### src/rtl/ucdp_afifo_rdstrm.sv
// ucdp_afifo_rdstrm: drains a first-word-fall-through FIFO read port into a 2-entry buffered valid/ready stream
module ucdp_afifo_rdstrm #(
    parameter int dwidth_p = 8,
    parameter int awidth_p = 4
) (
    input  logic                clk_i,
    input  logic                rst_an_i,
    output logic                fifo_rd_en_o,
    input  logic [dwidth_p-1:0] fifo_rd_data_i,
    input  logic                fifo_rd_empty_i,
    input  logic [awidth_p-1:0] fifo_rd_data_avail_i,
    input  logic [awidth_p-1:0] thresh_i,
    input  logic                flush_i,
    output logic                valid_o,
    output logic [dwidth_p-1:0] data_o,
    input  logic                ready_i,
    output logic                busy_o,
    output logic [7:0]          drop_cnt_o
);
    typedef enum logic [1:0] {idle_s, xfer_s, flush_s} state_t;

    localparam logic [awidth_p-1:0] depth = awidth_p'(2 ** (awidth_p - 1));

    state_t                state;
    state_t                state_nxt;
    logic   [1:0]          cnt;
    logic   [1:0]          cnt_nxt;
    logic   [dwidth_p-1:0] buf0;
    logic   [dwidth_p-1:0] buf1;
    logic   [awidth_p-1:0] thr;
    logic                  pop;
    logic                  push;
    logic                  hs;

    assign thr     = (thresh_i == '0) ? awidth_p'(1) : (thresh_i > depth) ? depth : thresh_i;
    assign pop     = fifo_rd_en_o & ~fifo_rd_empty_i;
    assign push    = pop & (state == xfer_s);
    assign valid_o = (cnt != 2'd0) & (state != flush_s);
    assign hs      = valid_o & ready_i;
    assign cnt_nxt = flush_i ? 2'd0 : cnt + {1'b0, push} - {1'b0, hs};
    assign data_o  = buf0;
    assign busy_o  = (state != idle_s);

    // next state and FIFO pop request; the pop never looks at ready_i, only at buffer occupancy
    always_comb begin
        state_nxt    = state;
        fifo_rd_en_o = 1'b0;
        case (state)
            idle_s: begin
                if (!fifo_rd_empty_i && fifo_rd_data_avail_i >= thr) state_nxt = xfer_s;
            end
            xfer_s: begin
                fifo_rd_en_o = ~fifo_rd_empty_i & ~cnt[1];
                if (fifo_rd_empty_i && (cnt == 2'd0 || (cnt == 2'd1 && hs))) state_nxt = idle_s;
            end
            flush_s: begin
                fifo_rd_en_o = ~fifo_rd_empty_i;
                if (fifo_rd_empty_i) state_nxt = idle_s;
            end
            default: state_nxt = idle_s;
        endcase
        if (flush_i) state_nxt = flush_s;
    end

    // state register
    always_ff @(posedge clk_i or negedge rst_an_i) begin
        if (!rst_an_i) begin
            state <= idle_s;
        end else begin
            state <= state_nxt;
        end
    end

    // output buffer (buf0 is the head) and flush drop counter
    always_ff @(posedge clk_i or negedge rst_an_i) begin
        if (!rst_an_i) begin
            cnt        <= 2'd0;
            buf0       <= '0;
            buf1       <= '0;
            drop_cnt_o <= 8'd0;
        end else begin
            cnt <= cnt_nxt;
            if (hs) buf0 <= (cnt == 2'd1) ? fifo_rd_data_i : buf1;
            else if (push && cnt == 2'd0) buf0 <= fifo_rd_data_i;
            if (push) buf1 <= fifo_rd_data_i;
            if (state == flush_s) drop_cnt_o <= drop_cnt_o + {7'd0, pop & ~&drop_cnt_o};
            else if (flush_i) drop_cnt_o <= {6'd0, cnt} + {7'd0, pop};
        end
    end
endmodule
### config.mk
export PLATFORM = sky130hd
export DESIGN_NAME = ucdp_afifo_rdstrm
export DESIGN_NICKNAME = d
export VERILOG_FILES = /design/src/rtl/ucdp_afifo_rdstrm.sv
export SDC_FILE = /design/constraint.sdc
export NUM_CORES = 1
export LEC_CHECK = 0
export ABC_AREA = 1
export CAP_MARGIN = 20
export CORE_ASPECT_RATIO = 1.2
export CORE_MARGIN = 2
export CORE_UTILIZATION = 40
export CTS_BUF_LIST = sky130_fd_sc_hd__clkbuf_4 sky130_fd_sc_hd__clkbuf_8
export CTS_CLUSTER_SIZE = 10
export DETAILED_ROUTE_END_ITERATION = 8
export PLACE_DENSITY_LB_ADDON = 0.25
export SYNTH_ARGS = -nofsm -noshare
export SYNTH_HDL_FRONTEND = slang
export SYNTH_SLANG_ARGS = --single-unit
### constraint.sdc
create_clock -name clk_i -period 3.3 [get_ports clk_i]
set_clock_uncertainty 0.05 [all_clocks]
set_input_delay 0.66 -clock clk_i [delete_from_list [all_inputs] [get_ports clk_i]]
set_output_delay 0.66 -clock clk_i [all_outputs]
set_load 0.02 [all_outputs]
==> results of run 1 <==
## worst max-delay path: cells and delay by family, from the launching register on
family / cells / cell delay [ns]
compound gates: 1 / 0.16
buf+inv: 4 / 0.82
flops: 1 / 0.41
simple gates: 1 / 0.10
fa+ha+maj: 1 / 0.40
## sequential cells by signal (all words and copies together) (netlist names)
register and cells:
state 2, cnt 2, buf1 8, data_o 8
drop_cnt_o 8
## per-layer routing
metal | part of all wire | track usage | routed length [um]
met5 | 0 | 0 | 0
met4 | 0.0049 | 0.0507 | 17
met3 | 0.030 | 0.0194 | 103
met2 | 0.51 | 0.304 | 1750
met1 | 0.46 | 0.203 | 1580
## placed cells by master (no fill, tap or decap)
master            n
dfrtp_1          28
nand2_1          59
a21oi_1           2
nand3_1          14
o211ai_1          1
o21ai_0          20
xnor2_1           1
o21ai_1           3
ha_1             13
nor2_1           18
nand4_1           5
clkdlybuf4s50_1  39
inv_1            37
nor2_2            2
nor3_1            2
nand2_2           1
inv_2             1
a21oi_4           1
o311ai_0          1
nand2_4           3
clkbuf_8          4
inv_4             1
xor2_1            1
buf_4             1
nor2_8            1
## where the power goes
group          switching (mW)  internal [mW]  total [mW]
logic                   0.213          0.186       0.399
registers              0.0499          0.446       0.496
clock network           0.108          0.107       0.215
## final cells by class
| class | instances | area [um2] | area share |
|---|---|---|---|
| multi-input cells | 148 | 811 | 0.372 |
| flip-flops and latches | 28 | 701 | 0.321 |
| repair buffers | 40 | 398 | 0.182 |
| inverters | 39 | 149 | 0.0683 |
| well taps | 54 | 67.6 | 0.0310 |
| clock buffers | 4 | 55.1 | 0.0252 |
## worst paths after layout
kind                                               to  cells after the start  slack, ns            startpoint
max in group asynchronous       data_o[0]$_DFFE_PN0P_                      2       2.22              rst_an_i
min in group asynchronous        state[1]$_DFFE_PN0P_                      2       0.70              rst_an_i
worst min-delay path             state[0]$_DFFE_PN0P_                      2       0.46  state[0]$_DFFE_PN0P_
worst max register to register       cnt[1]$_DFF_PN0_                     12       0.92  state[0]$_DFFE_PN0P_
worst min register to register   state[0]$_DFFE_PN0P_                      2       0.46  state[0]$_DFFE_PN0P_
worst max-delay path                     fifo_rd_en_o                      7       0.42  state[0]$_DFFE_PN0P_
## through the flow
step	utilization	hold WS (ns)	instances	area, um2	setup slack, ns
2_1_floorplan	-	0.314	218	1680	1.15
3_5_place_dp	0.531	0.437	309	2130	0.532
5_1_grt	0.545	0.496	313	2180	0.284
4_1_cts	0.545	0.462	313	2180	0.381
6_report	0.545	0.457	313	2180	0.419
3_3_place_gp	0.531	0.443	309	2130	0.528
## cell families (layout without fill, tap and decap cells)
kind of cell,Yosys count,count (layout)
adders and majority gates,13,13
and+or+nand+nor,105,105
buffers and inverters,42,83
xor gates and xnor gates,2,2
DFF,28,28
AOI/OAI and AO/OA,28,28
==> impl_metrics.toml, run 1 <==
[clock_tree]
cts-resized-gates = 0
clk_pin_slew_worst_paths_ns = 0.10
post_cts_buffers = 0
clockBufferDepth = 2
h-tree-depth = 1
ctsRootBufferMaster = "clkbuf_8"
insertion_delay_ns = 0.27
numCtsBuffers = 3
cts_num_sinks = 28
cts_hold_buf = 0
cts_tree = "built"

[yosys]
avgSynthCellArea_um2 = 7.72
synth_top_family_by_area = "simple AND/OR/NAND/NOR gates"
yosys.area_share.simple = 0.281
netlist_instances = 218
ys_seq_elements = 28
yosysTopAreaCellShare = 0.416
ys.warnings.count = 0
yosys-top-cells-count = "nand2_1, inv_1, dfrtp_1, o21ai_0, nor2_1"
synth-compound-area-share = 0.0937
syn_area_um2 = 1680
synth_flop_cell = "dfrtp_1"
synthAdderAreaFrac = 0.0967
async_flop_share = 1.00
ys_top_cells_by_area = "dfrtp_1, nand2_1, ha_1, inv_1, o21ai_0"
seq_area_frac_synth = 0.416
synth_edf_count = 0
syn-num-nets = 252
synth_area_leader_cell = "dfrtp_1"
yosysMostFrequentCell = "nand2_1"
synth_xor_area_frac = 0.0104
synthMuxAreaShare = 0
synth.distinct_cells = 25

[die]
die_h_um = 75.1
fp.dieW_um = 63.2
design.core.area_um2 = 4000
start_util = 0.420
pin_count = 40
num_rows = 25
dieArea_um2 = 4740

[critical_path]
cp.required_ns = 2.59
start_kind = "register"
path_cells = "inv_1 > ha_1 > inv_4 > a21oi_4 > nand2_4 > inv_1 > clkdlybuf4s50_1"
end_kind = "output pin"
cpPeakStageDelay_ns = 0.59
path_class = "reg -> out"
critPathMaxFanout = 9
critPathSlowestCell = "clkdlybuf4s50_1"
crit_top_cell = "inv_1"
arrival_ns = 2.17

[place]
hpwl_um = 2570
gp_congestion = 0.823
port_buffers = 39

[cells_and_area]
areaGrowthSynthToFinish_pct = 29.6
nFillCells = 412
drive_gt1_frac = 0.0579
antenna_cells = 0
nets = 294

[drt]
via_per_inst = 4.74
routed_wl_um = 3450
ant_nets = 0
vias = 1484
wire_per_inst_um = 11.0
dr.pass1.iters = 4
drtIter0Drc = 87
drcViolationCount = 0

[timing]
tightest_slew_ns = 0.484
fmax_ghz = 0.347
finalHoldViolCount = 0
rsz0062_at_grt = "false"
setup_viol = 0
final.setup.tns_ns = 0
timing.final.crit_period_ns = 2.88
slew_headroom = 0.676
slew_violations = 0
fin_crit_sh = 0.873

[grt]
grt_max_degree = 29
grt_use_total = 0.164
grt_pass1_wl_um = 6220
antenna_found_initial = 0
grt_overflow = 0
grt_pass1_vias = 1428

[outcome]
status = "finished, final reports clean"

[job]
drv_cap = 0

[min_path]
hold_path.class = "reg -> reg"

[power_and_ir_drop]
leakagePower_nw = 1.13
power_density_nw_per_um2 = 509
p_total_mw = 1.11
irDropWorstVdd_v = 0.000306
No activity file was read; power rests on OpenSTA's default activity.
==> run 2, diff against run 1 <==
MAX_ROUTING_LAYER = met4   (was unset)
==> results of run 2 <==
Final layout, timing and power as in run 1 (identical DEF).
Among the figures that moved: final weighted congestion in routability-driven placement 0.823 -> 0.835; overall routing resource usage 0.164 -> 0.169
